## src/rtl/oloca_pkg.sv

```systemverilog
// oloca_pkg
// Shared definitions for the OLOCA approximate accumulator:
//   - default parameter values
//   - accumulator state encoding (IDLE / ACCUM)
//   - clamp_k: limits a run-time imprecise-width request to the legal range
package oloca_pkg;

  localparam int DEF_DATA_WIDTH    = 16;
  localparam int DEF_ACC_WIDTH     = 32;
  localparam int DEF_MAX_IMPRECISE = 16;
  localparam int DEF_CNT_WIDTH     = 8;

  typedef enum logic {
    IDLE  = 1'b0,
    ACCUM = 1'b1
  } state_t;

  // Requests above the largest legal imprecise width saturate to it.
  function automatic int clamp_k(input int sel, input int max_k);
    return (sel > max_k) ? max_k : sel;
  endfunction

endpackage

```

## src/rtl/oloca_var_adder.sv

```systemverilog
// oloca_var_adder
// Combinational OLOCA-style approximate adder with a run-time imprecise width.
//   a, b : WIDTH-bit unsigned operands
//   k    : imprecise width request (clamped to MAX_IMPRECISE internally)
//   sum  : WIDTH-bit approximate sum
//   ovf  : carry out of the top bit
// For k > 0 the low k bits are not added:
//   bits below k-2 are forced to one, bits k-2 and k-1 are a|b, and the carry
//   into bit k is a[k-1]|b[k-1]. Bits k and up form an exact ripple adder.
// k = 0 degenerates to a plain exact adder.
module oloca_var_adder
  import oloca_pkg::*;
#(
  parameter int WIDTH         = DEF_ACC_WIDTH,
  parameter int MAX_IMPRECISE = DEF_MAX_IMPRECISE,
  parameter int KW            = $clog2(MAX_IMPRECISE + 1)
) (
  input  logic [WIDTH-1:0] a,
  input  logic [WIDTH-1:0] b,
  input  logic [KW-1:0]    k,
  output logic [WIDTH-1:0] sum,
  output logic             ovf
);

  int   k_eff;
  logic carry;

  always_comb begin
    k_eff = clamp_k(int'(k), MAX_IMPRECISE);
    carry = 1'b0;
    sum   = '0;
    for (int i = 0; i < WIDTH; i++) begin
      if (i < k_eff) begin
        // Imprecise region: only the top two bits look at the operands.
        if (i + 2 < k_eff) begin
          sum[i] = 1'b1;
        end else begin
          sum[i] = a[i] | b[i];
        end
        carry = (i == k_eff - 1) ? (a[i] | b[i]) : 1'b0;
      end else begin
        sum[i] = a[i] ^ b[i] ^ carry;
        carry  = (a[i] & b[i]) | (carry & (a[i] ^ b[i]));
      end
    end
    ovf = carry;
  end

endmodule

```

## src/rtl/oloca_accumulator.sv

```systemverilog
// oloca_accumulator
// Streaming approximate accumulator: sums groups of unsigned beats framed by
// in_first / in_last, one beat per clock, saturating on overflow.
// Ports:
//   clk, rst_n           clock (rising edge), async active-low reset
//   imp_sel              imprecise width k, sampled on a group's opening beat
//   in_valid/in_ready    input beat handshake
//   in_data              input operand (zero-extended to ACC_WIDTH)
//   in_first/in_last     group framing
//   out_valid/out_ready  result handshake
//   out_data             group sum (saturated to all ones)
//   out_sat              group saturated at least once
//   out_count            beats in group (saturating)
// Handshake: a transfer happens on a rising edge where valid && ready. A held
// result (out_valid && !out_ready) stalls every input beat; a new result may
// be loaded on the same edge the old one is accepted.
module oloca_accumulator
  import oloca_pkg::*;
#(
  parameter int DATA_WIDTH    = DEF_DATA_WIDTH,
  parameter int ACC_WIDTH     = DEF_ACC_WIDTH,
  parameter int MAX_IMPRECISE = DEF_MAX_IMPRECISE,
  parameter int CNT_WIDTH     = DEF_CNT_WIDTH,
  parameter int SEL_WIDTH     = $clog2(MAX_IMPRECISE + 1)
) (
  input  logic                  clk,
  input  logic                  rst_n,
  input  logic [SEL_WIDTH-1:0]  imp_sel,
  input  logic                  in_valid,
  output logic                  in_ready,
  input  logic [DATA_WIDTH-1:0] in_data,
  input  logic                  in_first,
  input  logic                  in_last,
  output logic                  out_valid,
  input  logic                  out_ready,
  output logic [ACC_WIDTH-1:0]  out_data,
  output logic                  out_sat,
  output logic [CNT_WIDTH-1:0]  out_count
);

  localparam logic [CNT_WIDTH-1:0] CNT_MAX = {CNT_WIDTH{1'b1}};

  state_t                 state_q, state_d;
  logic [ACC_WIDTH-1:0]   acc_q, acc_d;
  logic                   sticky_q, sticky_d;
  logic [CNT_WIDTH-1:0]   cnt_q, cnt_d;
  logic [SEL_WIDTH-1:0]   k_q, k_d;
  logic                   out_valid_q, out_valid_d;
  logic [ACC_WIDTH-1:0]   out_data_q, out_data_d;
  logic                   out_sat_q, out_sat_d;
  logic [CNT_WIDTH-1:0]   out_count_q, out_count_d;

  logic                   accept;
  logic                   open_beat;
  logic [ACC_WIDTH-1:0]   add_a, add_b, add_sum, result;
  logic [SEL_WIDTH-1:0]   add_k;
  logic                   add_ovf;
  logic                   sticky_base;
  logic [CNT_WIDTH-1:0]   cnt_upd;

  assign in_ready  = rst_n & ~(out_valid_q & ~out_ready);
  assign accept    = in_valid & in_ready;
  assign open_beat = in_first | (state_q == IDLE);

  // An opening beat goes through the adder as an exact 0 + in_data, so a
  // group always starts from the exact operand value.
  assign add_a = open_beat ? '0 : acc_q;
  assign add_b = ACC_WIDTH'(in_data);
  assign add_k = open_beat ? '0 : k_q;

  oloca_var_adder #(
    .WIDTH         (ACC_WIDTH),
    .MAX_IMPRECISE (MAX_IMPRECISE),
    .KW            (SEL_WIDTH)
  ) u_adder (
    .a   (add_a),
    .b   (add_b),
    .k   (add_k),
    .sum (add_sum),
    .ovf (add_ovf)
  );

  assign result      = add_ovf ? '1 : add_sum;
  assign sticky_base = open_beat ? 1'b0 : sticky_q;
  assign cnt_upd     = open_beat ? CNT_WIDTH'(1)
                     : ((cnt_q == CNT_MAX) ? CNT_MAX : cnt_q + CNT_WIDTH'(1));

  always_comb begin
    state_d     = state_q;
    acc_d       = acc_q;
    sticky_d    = sticky_q;
    cnt_d       = cnt_q;
    k_d         = k_q;
    out_valid_d = out_valid_q;
    out_data_d  = out_data_q;
    out_sat_d   = out_sat_q;
    out_count_d = out_count_q;

    if (out_valid_q && out_ready) begin
      out_valid_d = 1'b0;
    end

    if (accept) begin
      if (open_beat) begin
        k_d = SEL_WIDTH'(clamp_k(int'(imp_sel), MAX_IMPRECISE));
      end
      if (in_last) begin
        out_valid_d = 1'b1;
        out_data_d  = result;
        out_sat_d   = sticky_base | add_ovf;
        out_count_d = cnt_upd;
        acc_d       = '0;
        sticky_d    = 1'b0;
        cnt_d       = '0;
        state_d     = IDLE;
      end else begin
        acc_d    = result;
        sticky_d = sticky_base | add_ovf;
        cnt_d    = cnt_upd;
        state_d  = ACCUM;
      end
    end
  end

  always_ff @(posedge clk or negedge rst_n) begin
    if (!rst_n) begin
      state_q     <= IDLE;
      acc_q       <= '0;
      sticky_q    <= 1'b0;
      cnt_q       <= '0;
      k_q         <= '0;
      out_valid_q <= 1'b0;
      out_data_q  <= '0;
      out_sat_q   <= 1'b0;
      out_count_q <= '0;
    end else begin
      state_q     <= state_d;
      acc_q       <= acc_d;
      sticky_q    <= sticky_d;
      cnt_q       <= cnt_d;
      k_q         <= k_d;
      out_valid_q <= out_valid_d;
      out_data_q  <= out_data_d;
      out_sat_q   <= out_sat_d;
      out_count_q <= out_count_d;
    end
  end

  assign out_valid = out_valid_q;
  assign out_data  = out_data_q;
  assign out_sat   = out_sat_q;
  assign out_count = out_count_q;

endmodule

```

## config.mk

```make
export PLATFORM = sky130hd
export DESIGN_NAME = oloca_accumulator
export DESIGN_NICKNAME = d
export VERILOG_FILES = /design/src/rtl/oloca_pkg.sv /design/src/rtl/oloca_var_adder.sv /design/src/rtl/oloca_accumulator.sv
export SDC_FILE = /design/constraint.sdc
export NUM_CORES = 1
export LEC_CHECK = 0
export ABC_AREA = 1
export CORE_UTILIZATION = 34
export DETAILED_ROUTE_END_ITERATION = 8
export MAX_ROUTING_LAYER = met4
export SYNTH_ARGS = -nofsm -noshare
export SYNTH_HDL_FRONTEND = slang
export SYNTH_HIERARCHICAL = 1
export SYNTH_SLANG_ARGS = --single-unit
```

## constraint.sdc

```tcl
create_clock -name clk -period 48 [get_ports clk]
set_input_delay 9.6 -clock clk [delete_from_list [all_inputs] [get_ports clk]]
set_output_delay 9.6 -clock clk [all_outputs]
set_load 0.03 [all_outputs]
```

# Yosys cells after proc, flatten, opt, wreduce, memory -nomap -nowiden
# Cells that the tools add are included.
[word_totals]
ff_bits = 89
inputBits = 27
out_inout_bits = 43
elab_cells = 359
[op_classes]
addsub = 2
magnitude_cmp = 36
n_eq_ne = 32
muxes = 143
n_bitwise = 133
n_reduce_logical = 4
[op_table]
columns = ["op", "n"]
rows = [
  ["== test 6 x 32 -> 1 bit, first input constant", 16],
  ["less-than comparator 6 x 32 -> 1 bit, first input constant", 16],
  ["== test 5 x 32 -> 1 bit, first input constant", 8],
  ["less-than comparator 5 x 32 -> 1 bit, first input constant", 8],
  ["two-way mux 1 bit", 134],
  ["== test 4 x 32 -> 1 bit, first input constant", 4],
  ["less-than comparator 4 x 32 -> 1 bit, first input constant", 4],
  ["two-way mux 32 bit", 3],
  ["== test 3 x 32 -> 1 bit, first input constant", 2],
  ["less-than comparator 3 x 32 -> 1 bit, first input constant", 2],
  ["less-than comparator 7 x 32 -> 1 bit, first input constant", 2],
  ["bitwise AND 1 bit", 50],
  ["XOR 1 bit", 47],
  ["bitwise OR 1 bit", 33],
  ["== test 2 x 32 -> 1 bit, first input constant", 1],
  ["zero test 32 bit", 1],
  ["less-than comparator 1 x 32 -> 1 bit, first input constant", 1],
  ["less-than comparator 2 x 32 -> 1 bit, first input constant", 1],
  ["subtractor 32 x 2 -> 32 bit, second input constant", 1],
  ["two-way mux 8 bit", 3],
  ["two-way mux 5 bit", 3],
  ["greater-than comparator 5 bit, second input constant", 2],
  ["adder 8 x 1 -> 8 bit, second input constant", 1],
  ["== test 8 bit, second input constant", 1],
  ["3 further kinds", 6],
]

# Logic depth before layout (Yosys ltp)
# Gate-level depths: netlist of the first run.
[logic_depth]
ltp_word = 88
ltp_mapped = 91
mapped_depth_nobuf = 77

# Cells and area by module
# The synthesis of the first run kept the hierarchy.
[modules_own_cells]
columns = ["module", "instances", "cells_per_inst", "area_per_inst_um2", "seq_area_each_um2"]
rows = [
  ["oloca_accumulator", 1, 440, 3858.7, 2227.1],
  ["oloca_var_adder", 1, 261, 1742.9, 0.0],
]

# Worst setup path before layout of the first run
# OpenSTA, ideal clock, no wires.
[synth_path]
path_kind = "input port to flip-flop"
startpoint = "input in_first"
endpoint = "register acc_q[24]"
setup_ps = 133
arrival_ps = 25388
required_ps = 47867
path_slack_ps = 22479
path_stages = 91
path_buffers = 16
cell_sequence = "inv_1 -> nand2_1 -> buf_2 -> buf_1 -> nor2_1 -> inv_1 -> nor2_1 -> nor2_2 -> nand3_1 -> o21ai_0 -> fa_1 -> nand2_1 -> nand2_1 -> fa_1 -> nand2_1 -> nand2_1 -> fa_1 -> nand2_1 -> [55 not listed] -> fa_1 -> clkbuf_1 -> fa_1 -> clkbuf_1 -> fa_1 -> clkbuf_1 -> fa_1 -> inv_1 -> fa_1 -> inv_1 -> fa_1 -> inv_1 -> fa_1 -> inv_1 -> clkbuf_1 -> clkbuf_1 -> nor2_1 -> o22ai_1"
[synth_between]
elab_chain_cells = 87
elab_cells_between_ends = 232
cone_classes = "add/sub: 1; order compare: 33; eq/ne: 31; mux: 71; bitwise: 95; reduce/logical: 1"
[synth_lines]
columns = ["item", "line_no", "rtl"]
rows = [
  ["start, declared", "oloca_accumulator.sv:32", "input logic in_first,"],
  ["bitwise OR 1 bit (*)", "oloca_accumulator.sv:63", "assign open_beat = in_first | (state_q == IDLE);"],
  ["two-way mux 5 bit (*)", "oloca_accumulator.sv:69", "assign add_k = open_beat ? '0 : k_q;"],
  ["via add_k[0]", "oloca_accumulator.sv:56", "logic [SEL_WIDTH-1:0] add_k;"],
  ["greater-than comparator 5 bit", "oloca_pkg.sv:20", "return (sel > max_k) ? max_k : sel;"],
  ["two-way mux 5 bit (*)", "oloca_pkg.sv:20", ""],
  ["subtractor 32 x 2 -> 32 bit", "oloca_var_adder.sv:40", "carry = (i == k_eff - 1) ? (a[i] | b[i]) : 1'b0;"],
  ["zero test 32 bit", "oloca_var_adder.sv:40", ""],
  ["two-way mux 1 bit", "oloca_var_adder.sv:40", ""],
  ["[73 not listed]", "n/a", ""],
  ["two-way mux 1 bit", "oloca_var_adder.sv:33", "if (i < k_eff) begin"],
  ["bitwise AND 1 bit", "oloca_var_adder.sv:43", "carry = (a[i] & b[i]) | (carry & (a[i] ^ b[i]));"],
  ["two-way mux 1 bit", "oloca_var_adder.sv:33", ""],
  ["bitwise AND 1 bit", "oloca_var_adder.sv:43", ""],
  ["two-way mux 1 bit (*)", "oloca_var_adder.sv:33", ""],
  ["via add_ovf", "oloca_accumulator.sv:57", "logic add_ovf;"],
  ["two-way mux 32 bit (*)", "oloca_accumulator.sv:83", "assign result = add_ovf ? '1 : add_sum;"],
  ["two-way mux 32 bit (*)", "oloca_accumulator.sv:107", "if (in_last) begin"],
  ["end signal, assigned", "oloca_accumulator.sv:128", "acc_q <= '0;"],
  ["end signal, assigned", "oloca_accumulator.sv:138", "acc_q <= acc_d;"],
  ["end, declared", "oloca_accumulator.sv:44", "logic [ACC_WIDTH-1:0] acc_q, acc_d;"],
]
# Mark *: on every way through the listed nets, which the timed path passes. The rest lies on a longest branch.
# A chain may end at the register's enable or synchronous reset.

# Worst setup path after layout of the first run
[layout_path]
startpoint = "input in_first"
endpoint = "register acc_q[22]"
# Same word-level chain as after synthesis.

==> metrics.json, run 1 <==
{
  "run_status": {"value": "finished, final reports clean"},
  "placeableCoreArea": {"value": 0.0160, "unit": "mm2"},
  "dp_worst_setup_slack": {"value": 21.32, "unit": "ns"},
  "grt_max_degree": {"value": 54},
  "slew_headroom": {"value": 30.4, "unit": "%"},
  "cp_data_arrival_time": {"value": 26.51, "unit": "ns"},
  "pwr_density_cell": {"value": 36.0, "unit": "mW/mm2"},
  "number_of_global_route_vias_before_repair": {"value": 4249},
  "synth_to_layout_area_growth": {"value": 19.2, "unit": "%"},
  "clock_slew_at_reported_path_ffs": {"value": 0.06, "unit": "ns"},
  "final.setup_skew": {"value": 0.00993, "unit": "ns"},
  "post-route-drc-count": {"value": 0},
  "rows": {"value": 46},
  "area_of_combinational_cells_with_multiple_inputs": {"value": 0.00276, "unit": "mm2"},
  "timing.final.hold_violations": {"value": 0},
  "floorplan.die.height": {"value": 130, "unit": "um"},
  "antenna_left": {"value": 0},
  "clock.fmax": {"value": 38.0, "unit": "MHz"},
  "yosys-top-cells-area": {"value": "sky130_fd_sc_hd__dfrtp_1 (40%), sky130_fd_sc_hd__fa_1 (11%), sky130_fd_sc_hd__nand2_1 (9.3%)"},
  "async_flop_share": {"value": 100, "unit": "%"},
  "ioPinCount": {"value": 70},
  "seqCellArea": {"value": 0.00223, "unit": "mm2"},
  "grt_first_pass_wirelength": {"value": 21400, "unit": "um"},
  "avgSynthCellArea": {"value": 7.99, "unit": "um2"},
  "grt_overflow_total": {"value": 0},
  "grt.total_usage": {"value": 17.0, "unit": "%"},
  "drv_cap": {"value": 0},
  "grt_setup_unrepaired": {"value": "false"},
  "n_fill_cell": {"value": 1669},
  "timing.final.setup_violations": {"value": 0},
  "leakagePower": {"value": 3.20, "unit": "nW"},
  "critPathRequiredTime": {"value": 48.19, "unit": "ns"},
  "hold_path.startpoint": {"value": "out_count[0]$_DFFE_PN0P_"},
  "tritoncts_num_sinks": {"value": 89},
  "antenna-diode-count": {"value": 0},
  "io_buffers": {"value": 69},
  "dr_total_vias": {"value": 4479},
  "cts-hold-fix-buffers": {"value": 0},
  "postCtsSetupBuffers": {"value": 0},
  "fp.dieArea": {"value": 0.0170, "unit": "mm2"},
  "routed_wl": {"value": 12800, "unit": "um"},
  "rr_worst_depth": {"value": 74},
  "post_drt_via_cell_ratio": {"value": 4.62},
  "routed_wire_length_per_instance": {"value": 13.2, "unit": "um"},
  "regToRegSetupSlack": {"value": 31.08, "unit": "ns"},
  "sequential_area_share_after_synthesis": {"value": 39.8, "unit": "%"},
  "setup-tns-final": {"value": 0, "unit": "ns"},
  "initial_core_util": {"value": 35.0, "unit": "%"},
  "min_period": {"value": 26.31, "unit": "ns"},
  "yosys.cell_types.count": {"value": 35},
  "start_kind": {"value": "primary input"},
  "cell_repeated_most_along_the_worst_path": {"value": "sky130_fd_sc_hd__fa_1"},
  "clk_path_buf_depth": {"value": 2},
  "postSynth.topFlopCell": {"value": "sky130_fd_sc_hd__dfrtp_1"},
  "timing.critical_path.fanout_max": {"value": 35},
  "min_delay_path_depth": {"value": 2},
  "timing.rr.start": {"value": "state_q$_DFFE_PN0P_"},
  "maxSlewViolCount": {"value": 0},
  "cts-buffers-inserted": {"value": 9},
  "worst_skew_pair.late_latency": {"value": 0.35, "unit": "ns"},
  "synth.largest_area_cell": {"value": "sky130_fd_sc_hd__dfrtp_1"},
  "post-synth-top-area-fraction": {"value": 39.8, "unit": "%"},
  "min_delay_worst_endpoint": {"value": "out_count[0]$_DFFE_PN0P_"},
  "tritoncts": {"value": "built"},
  "fp.dieW": {"value": 130, "unit": "um"},
  "htree_num_levels": {"value": 3},
  "gp_congestion": {"value": 0.888},
  "cts_resized": {"value": 0},
  "critical_path_class": {"value": "primary input to flip-flop"},
  "hpwl_reported_at_the_end_of_detailed_placement": {"value": 9330, "unit": "um"},
  "number_of_instances_in_the_synthesized_netlist": {"value": 701},
  "yosys_warnings": {"value": 6},
  "worst-slew-pin-transition": {"value": 1.04, "unit": "ns"},
  "vdd_drop_max": {"value": 0.0000174, "unit": "V"},
  "syn-cell-area": {"value": 0.00560, "unit": "mm2"},
  "critical_path.slowest_cell": {"value": "sky130_fd_sc_hd__clkdlybuf4s50_1"},
  "detailedRoute.firstPassIterationCount": {"value": 4},
  "number_of_antenna_violations_at_the_first_check_in_global_routing": {"value": 0},
  "clockRootBuffer": {"value": "sky130_fd_sc_hd__clkbuf_16"},
  "critical_path.reg2reg.endpoint": {"value": "acc_q[22]$_DFFE_PN0P_"},
  "hold_class": {"value": "flip-flop to flip-flop"},
  "postSynthRegisterBits": {"value": 89},
  "synth-edff-count": {"value": 0},
  "design.final.nets": {"value": 825},
  "setup_ws": {"value": 21.69, "unit": "ns"},
  "cp-end-kind": {"value": "flip-flop"},
  "critical_path.max_stage_delay": {"value": 0.49, "unit": "ns"},
  "post-route-period-util": {"value": 54.8, "unit": "%"},
  "drive_above_1_share": {"value": 5.57, "unit": "%"},
  "drt-initial-drc-count": {"value": 363}
}
[metal layers]
| metal | vias to the layer above | track usage [%] | part of all wire [%] | wire (um) |
|---|---|---|---|---|
| met5 | - | - | 0 | 0 |
| met4 | 0 | 7.91 | 2.4 | 314 |
| met3 | 20 | 2.42 | 3.3 | 427 |
| met2 | 86 | 25.8 | 48 | 6090 |
| met1 | 2124 | 22.6 | 47 | 5980 |
| li1 | 2249 | - | - | - |
[critical path: cells and delay by family]
family / cells / cell delay, ns
compound gates: 11 / 1.09
buf+inv: 7 / 1.59
simple gates: 27 / 2.93
fa+ha+maj: 31 / 11.29
[power breakdown]
part / internal [mW] / total (mW) / switching [mW]
combinational: 0.0303 / 0.0794 / 0.0491
clock: 0.0363 / 0.0666 / 0.0302
sequential: 0.0887 / 0.0944 / 0.00571
[cell usage in the layout, fill, tap and decap left out, drive strengths merged, types with 3 or more instances in the layout]
cell type | synthesis | layout
clkdlybuf4s50 | 0 | 68
fa | 31 | 31
o22ai | 33 | 33
nor2 | 100 | 100
buf | 15 | 4
ha | 18 | 18
o211ai | 8 | 8
dfrtp | 89 | 89
o21ai | 55 | 55
clkbuf | 35 | 11
nand2 | 144 | 144
inv | 116 | 116
nand3 | 34 | 34
conb | 1 | 16
clkinv | 0 | 4
a21oi | 7 | 7
nand4 | 3 | 3
[state kept, by name (all words and copies together) (netlist names)]
register and cells:
acc_q 32, state_q 1, out_data 32, out_valid 1, out_count 8, k_q 5
sticky_q 1, out_sat 1, cnt_q 8
[worst max-delay path by stage]
stage / slack (ns) / to / start
final: 21.69 / acc_q[22]$_DFFE_PN0P_ / in_first
after global routing: 20.58 / acc_q[22]$_DFFE_PN0P_ / in_first
after CTS: 21.67 / acc_q[2]$_DFFE_PN0P_ / in_first
after detailed placement: 21.32 / acc_q[2]$_DFFE_PN0P_ / in_first
after global placement: 21.70 / acc_q[2]$_DFFE_PN0P_ / in_first
after floorplan: 22.48 / acc_q[24]$_DFFE_PN0P_ / in_first
[per-stage QoR]
stage | cells | power, mW | utilization, % | cell area (um2) | hold slack (ns)
after floorplan | 716 | 0.148 | - | 5660 | 0.450
after global placement | 954 | 0.175 | 40.0 | 6400 | 0.458
after detailed placement | 954 | 0.176 | 40.0 | 6400 | 0.459
after CTS | 970 | 0.244 | 41.7 | 6680 | 0.475
after global routing | 970 | 0.255 | 41.7 | 6680 | 0.482
final | 970 | 0.240 | 41.7 | 6680 | 0.468
[logic make-up after synthesis]
family	after synthesis	synth area share [%]
other	1	0.0669
flip-flops	89	39.8
adder cells (fa/ha/maj)	49	15.1
buffers and inverters	166	12.0
AO/OA/AOI/OAI	109	11.3
XOR/XNOR	2	0.313
AND/OR/NAND/NOR	285	21.4
[area by class of cell]
type,instances,share of cell area [%]
Multi-Input combinational cell,461,41.3
Sequential cell,89,33.4
Clock inverter,5,0.469
Clock buffer,11,3.64
Tap cell,216,4.05
Timing Repair Buffer,72,10.6
Inverter,116,6.52
[cells in the mapped netlist (2+ instances only)]
cell	n
sky130_fd_sc_hd__buf_2	7
sky130_fd_sc_hd__nand2_1	139
sky130_fd_sc_hd__o211ai_1	8
sky130_fd_sc_hd__o31ai_1	2
sky130_fd_sc_hd__inv_1	112
sky130_fd_sc_hd__nor2_2	3
sky130_fd_sc_hd__o22ai_1	33
sky130_fd_sc_hd__or2_2	2
sky130_fd_sc_hd__o21ai_1	30
sky130_fd_sc_hd__buf_6	5
sky130_fd_sc_hd__ha_1	18
sky130_fd_sc_hd__o21ai_2	4
sky130_fd_sc_hd__o21ai_0	21
sky130_fd_sc_hd__nand4_1	3
sky130_fd_sc_hd__a31oi_1	2
sky130_fd_sc_hd__inv_2	4
sky130_fd_sc_hd__nor3_1	2
sky130_fd_sc_hd__nand2_2	3
sky130_fd_sc_hd__nor2_4	2
sky130_fd_sc_hd__dfrtp_1	89
sky130_fd_sc_hd__nand3_2	2
sky130_fd_sc_hd__nand3_1	32
sky130_fd_sc_hd__clkbuf_1	35
sky130_fd_sc_hd__nor2_1	94
sky130_fd_sc_hd__fa_1	31
sky130_fd_sc_hd__buf_1	2
sky130_fd_sc_hd__a21oi_1	7
sky130_fd_sc_hd__nand2_4	2
No activity file was read; power rests on OpenSTA's default activity.
==> run 2: changes to the inputs <==
Clock period 48 ns to 26.1 ns, I/O delays scaled along.
==> run 2 against run 1 <==
The flow now stops in 5_2_route. Synthesized cell count unchanged. Area after synthesis is the same. Global-route usage decreased by 0.27 points.
==> metrics.json, run 2 <==
{
  "cts-buffers-inserted": {"value": 9, "change": "unchanged"},
  "number_of_global_route_vias_before_repair": {"value": 4330, "change": "+1.9%"},
  "floorplan.die.height": {"value": 130, "unit": "um", "change": "unchanged"},
  "cts-hold-fix-buffers": {"value": 0, "change": "unchanged"},
  "postCtsSetupBuffers": {"value": 0, "change": "unchanged"},
  "synth.largest_area_cell": {"value": "sky130_fd_sc_hd__dfrtp_1"},
  "leading_cell_type_by_number_of_instances_after_synthesis": {"value": "sky130_fd_sc_hd__nand2_1"},
  "yosys-top-cells-area": {"value": "sky130_fd_sc_hd__dfrtp_1 (40%), sky130_fd_sc_hd__fa_1 (11%), sky130_fd_sc_hd__nand2_1 (9.3%)"},
  "synth_top_cells_by_count": {"value": "sky130_fd_sc_hd__nand2_1 (139), sky130_fd_sc_hd__inv_1 (112), sky130_fd_sc_hd__nor2_1 (94)"},
  "htree_num_levels": {"value": 3, "change": "unchanged"},
  "dp_worst_setup_slack": {"value": 3.74, "unit": "ns", "change": "-17.59 ns"},
  "grt_max_degree": {"value": 51, "change": "-5.6%"},
  "yosys.cell_types.count": {"value": 35, "change": "unchanged"},
  "rows": {"value": 46, "change": "unchanged"},
  "run_status": {"value": "did not finish"},
  "synth.mux.area_fraction": {"value": 0, "unit": "%", "change": "unchanged"},
  "ioPinCount": {"value": 70, "change": "unchanged"},
  "post-synth-top-area-fraction": {"value": 39.8, "unit": "%", "change": "unchanged"},
  "avgSynthCellArea": {"value": 7.99, "unit": "um2", "change": "unchanged"},
  "initial_core_util": {"value": 35.0, "unit": "%", "change": "unchanged"},
  "clk_path_buf_depth": {"value": 2, "change": "unchanged"},
  "yosys.area_share.adder": {"value": 15.1, "unit": "%", "change": "unchanged"},
  "grt.total_usage": {"value": 16.8, "unit": "%", "change": "-0.27 points"},
  "io_buffers": {"value": 69, "change": "unchanged"},
  "failing_step": {"value": "5_2_route"},
  "number_of_antenna_violations_at_the_first_check_in_global_routing": {"value": 0, "change": "unchanged"},
  "synth-compound-area-share": {"value": 11.3, "unit": "%", "change": "unchanged"},
  "postSynthRegisterBits": {"value": 89, "change": "unchanged"},
  "gp_congestion": {"value": 0.856, "change": "-3.7%"},
  "fp.dieW": {"value": 130, "unit": "um", "change": "unchanged"},
  "async_flop_share": {"value": 100, "unit": "%", "change": "unchanged"},
  "number_of_instances_in_the_synthesized_netlist": {"value": 701, "change": "unchanged"},
  "placed_area": {"value": 0.00640, "unit": "mm2", "change": "unchanged"},
  "tritoncts_num_sinks": {"value": 89, "change": "unchanged"},
  "grt_overflow_total": {"value": 0, "change": "unchanged"},
  "yosys.area_share.xor_xnor": {"value": 0.313, "unit": "%", "change": "unchanged"},
  "synth-edff-count": {"value": 0, "change": "unchanged"},
  "cts_resized": {"value": 0, "change": "unchanged"},
  "synth_top_family_by_area": {"value": "simple AND/OR/NAND/NOR gates"},
  "place.detailed.instances": {"value": 954, "change": "unchanged"},
  "hpwl_reported_at_the_end_of_detailed_placement": {"value": 9300, "unit": "um", "change": "-0.40%"},
  "sequential_area_share_after_synthesis": {"value": 39.8, "unit": "%", "change": "unchanged"},
  "syn-cell-area": {"value": 0.00560, "unit": "mm2", "change": "unchanged"},
  "clockRootBuffer": {"value": "sky130_fd_sc_hd__clkbuf_16"},
  "synthSimpleGateAreaFrac": {"value": 21.4, "unit": "%", "change": "unchanged"},
  "yosys_warnings": {"value": 6, "change": "unchanged"},
  "stop_error": {"value": "[ERROR DRT-0255] Maze Route cannot find path of net clk in worker of routeBox ( 96600 0 ) ( 130355 48300 )."},
  "grt_first_pass_wirelength": {"value": 21400, "unit": "um", "change": "-0.20%"},
  "postSynth.topFlopCell": {"value": "sky130_fd_sc_hd__dfrtp_1"}
}
run 2: cell counts after synthesis:
Identical to the previous run, type by type.
run 2: cells by family after synthesis:
group           Yosys count
simple gates            285
flops                    89
buf+inv                 166
compound gates          109
other cells               1
xor+xnor                  2
fa+ha+maj                49
run 2: per-layer routing:
metal	GRT usage, %
met5	-
met4	4.19
met3	3.81
met2	26.7
met1	21.6
run 2: per-stage QoR:
step	utilization (%)	hold WS (ns)
after global routing	41.7	0.490
after CTS	41.7	0.483
after detailed placement	40.0	0.467
after global placement	40.0	0.462
after floorplan	-	0.450
==> run 3: changes to the inputs <==
Settings changed: CORE_UTILIZATION 34 to 20, MAX_ROUTING_LAYER met4 to default, PLACE_DENSITY_LB_ADDON from default to 0.15.
==> run 3 against run 2 <==
The run now ends clean. Global-route usage is 5.6 points lower.
==> metrics.json, run 3 (synthesized netlist as in run 1, its figures left out) <==
{
  "run_status": {"value": "finished, final reports clean"},
  "hold_path.startpoint": {"value": "out_count[0]$_DFFE_PN0P_"},
  "hold_slack": {"value": 0.482, "unit": "ns"},
  "cp_data_arrival_time": {"value": 22.00, "unit": "ns"},
  "postCtsSetupBuffers": {"value": 0, "change": "unchanged"},
  "critical_path.n_buffers_inverters": {"value": 8},
  "worst-slew-pin-transition": {"value": 0.818, "unit": "ns"},
  "placed_area": {"value": 0.00660, "unit": "mm2", "change": "+3.2%"},
  "design.final.nets": {"value": 826},
  "worst_skew_pair.late_latency": {"value": 0.36, "unit": "ns"},
  "hold_class": {"value": "flip-flop to flip-flop"},
  "min_delay_path_depth": {"value": 2},
  "post_drt_via_cell_ratio": {"value": 3.92},
  "pwr_density_cell": {"value": 65.8, "unit": "mW/mm2"},
  "gp_congestion": {"value": 0.773, "change": "-9.7%"},
  "critical_path.slowest_cell": {"value": "sky130_fd_sc_hd__clkdlybuf4s50_1"},
  "fp.dieW": {"value": 169, "unit": "um", "change": "+30%"},
  "io_buffers": {"value": 69, "change": "unchanged"},
  "power.sequential.fraction": {"value": 38.2, "unit": "%"},
  "n_fill_cell": {"value": 3042},
  "internal-power": {"value": 0.286, "unit": "mW"},
  "min_delay_worst_endpoint": {"value": "out_count[0]$_DFFE_PN0P_"},
  "clockRootBuffer": {"value": "sky130_fd_sc_hd__clkbuf_16"},
  "rr_worst_depth": {"value": 75},
  "leakagePower": {"value": 3.22, "unit": "nW"},
  "start_kind": {"value": "primary input"},
  "critical_path.max_stage_delay": {"value": 0.46, "unit": "ns"},
  "regToRegSetupSlack": {"value": 9.28, "unit": "ns"},
  "finalInstanceArea": {"value": 0.00690, "unit": "mm2"},
  "routed_wire_length_per_instance": {"value": 13.1, "unit": "um"},
  "clock.fmax": {"value": 45.9, "unit": "MHz"},
  "mostFrequentLayoutCell": {"value": "sky130_fd_sc_hd__nand2_1"},
  "cts-buffers-inserted": {"value": 9, "change": "unchanged"},
  "grt_max_degree": {"value": 47, "change": "-7.8%"},
  "sw_power": {"value": 0.168, "unit": "mW"},
  "slew_headroom": {"value": 45.3, "unit": "%"},
  "min_period": {"value": 21.79, "unit": "ns"},
  "critical_path.reg2reg.endpoint": {"value": "acc_q[23]$_DFFE_PN0P_"},
  "clk_path_buf_depth": {"value": 2, "change": "unchanged"},
  "drt-initial-drc-count": {"value": 121},
  "drv_cap": {"value": 0},
  "grt.total_usage": {"value": 11.2, "unit": "%", "change": "-5.6 points"},
  "timing.rr.start": {"value": "state_q$_DFFE_PN0P_"},
  "timing.final.hold_violations": {"value": 0},
  "total_power_consumption_of_the_routed_design": {"value": 0.454, "unit": "mW"},
  "placeableCoreArea": {"value": 0.0272, "unit": "mm2"},
  "fp.dieArea": {"value": 0.0287, "unit": "mm2"},
  "number_of_global_route_vias_before_repair": {"value": 4614, "change": "+6.6%"},
  "post-route-period-util": {"value": 83.5, "unit": "%"},
  "number_of_antenna_violations_at_the_first_check_in_global_routing": {"value": 0, "change": "unchanged"},
  "tritoncts_num_sinks": {"value": 89, "change": "unchanged"},
  "cp-end-kind": {"value": "flip-flop"},
  "tritoncts": {"value": "built"},
  "setup-tns-final": {"value": 0, "unit": "ns"},
  "final.setup_skew": {"value": 0.0163, "unit": "ns"},
  "layout_common_cells": {"value": "sky130_fd_sc_hd__nand2_1 (139), sky130_fd_sc_hd__inv_1 (112), sky130_fd_sc_hd__nor2_1 (94), sky130_fd_sc_hd__dfrtp_1 (89), sky130_fd_sc_hd__clkdlybuf4s50_1 (68)"},
  "synth_to_layout_area_growth": {"value": 23.2, "unit": "%"},
  "grt_overflow_total": {"value": 0, "change": "unchanged"},
  "floorplan.die.height": {"value": 169, "unit": "um", "change": "+30%"},
  "cts_resized": {"value": 0, "change": "unchanged"},
  "timing.critical_path.fanout_max": {"value": 33},
  "initial_core_util": {"value": 20.6, "unit": "%", "change": "-14 points"},
  "antenna_left": {"value": 0},
  "post-route-drc-count": {"value": 0},
  "clock_slew_at_reported_path_ffs": {"value": 0.09, "unit": "ns"},
  "netSwitchingFraction": {"value": 36.9, "unit": "%"},
  "rows": {"value": 60, "change": "+30%"},
  "grt_first_pass_wirelength": {"value": 24900, "unit": "um", "change": "+16%"},
  "dr_total_vias": {"value": 4421},
  "cts-hold-fix-buffers": {"value": 0, "change": "unchanged"},
  "vdd_drop_max": {"value": 0.0000309, "unit": "V"},
  "ioPinCount": {"value": 70, "change": "unchanged"},
  "drive_above_1_share": {"value": 5.83, "unit": "%"},
  "detailedRoute.firstPassIterationCount": {"value": 4},
  "grt_setup_unrepaired": {"value": "false"},
  "cell_repeated_most_along_the_worst_path": {"value": "sky130_fd_sc_hd__fa_1"},
  "routed_wl": {"value": 14800, "unit": "um"},
  "critical_path_class": {"value": "primary input to flip-flop"},
  "comb_power_share": {"value": 32.6, "unit": "%"},
  "maxSlewViolCount": {"value": 0},
  "antenna-diode-count": {"value": 0},
  "hpwl_reported_at_the_end_of_detailed_placement": {"value": 11000, "unit": "um", "change": "+18%"},
  "crit_family": {"value": "adder cells"},
  "power_frac_clock": {"value": 29.2, "unit": "%"},
  "critPathRequiredTime": {"value": 26.31, "unit": "ns"},
  "htree_num_levels": {"value": 3, "change": "unchanged"},
  "timing.final.setup_violations": {"value": 0}
}
run 3: tightest hold or removal path, stage by stage (launching register included):
cell,delay (ns)
sky130_fd_sc_hd__dfrtp_1,0.35
sky130_fd_sc_hd__nand2_1,0.05
sky130_fd_sc_hd__nand2_1,0.05
run 3: power groups by stage:
stage,logic [mW],clock network [mW],registers (mW)
6_report,0.148,0.132,0.174
3_3_place_gp,0.152,0,0.177
4_1_cts,0.152,0.139,0.174
5_1_grt,0.166,0.145,0.177
2_1_floorplan,0.0680,0,0.203
3_5_place_dp,0.151,0,0.177
run 3: through the flow:
| step | util, % | cells | worst slack, ns |
|---|---|---|---|
| floorplan | - | 716 | 4.96 |
| global placement | 24.3 | 1111 | 4.03 |
| detailed placement | 24.3 | 1111 | 3.74 |
| CTS | 25.4 | 1127 | 4.12 |
| global route | 25.4 | 1127 | 3.07 |
| finish | 25.4 | 1127 | 4.31 |
run 3: layer usage:
layer  global-route usage (%)  vias up  routed length (um)  part of all wire, %
met4                     3.29        0                 199                  1.3
met2                     18.7       72                7010                   47
met3                     2.31       12                 503                  3.4
met5                        0        -                   0                    0
met1                     14.5     2081                7100                   48
li1                         -     2256                   -                    -
run 3: worst max-delay path by stage:
| stage | cells after the start | slack [ns] | startpoint | to |
|---|---|---|---|---|
| floorplan | 91 | 4.96 | in_first | acc_q[24]$_DFFE_PN0P_ |
| global placement | 79 | 4.03 | in_first | acc_q[29]$_DFFE_PN0P_ |
| detailed placement | 77 | 3.74 | in_first | acc_q[29]$_DFFE_PN0P_ |
| CTS | 77 | 4.12 | in_first | acc_q[29]$_DFFE_PN0P_ |
| global route | 79 | 3.07 | in_first | acc_q[21]$_DFFE_PN0P_ |
| finish | 77 | 4.31 | in_first | acc_q[23]$_DFFE_PN0P_ |
run 3: layout make-up:
type                            count  area, um2  share of cell area, %
Multi-Input combinational cell    461       2760                   40.0
Tap cell                          372        465                   6.74
Clock buffer                        9        225                   3.26
Inverter                          116        435                   6.31
Sequential cell                    89       2230                   32.3
Clock inverter                      7       72.6                   1.05
Timing Repair Buffer               73        718                   10.4
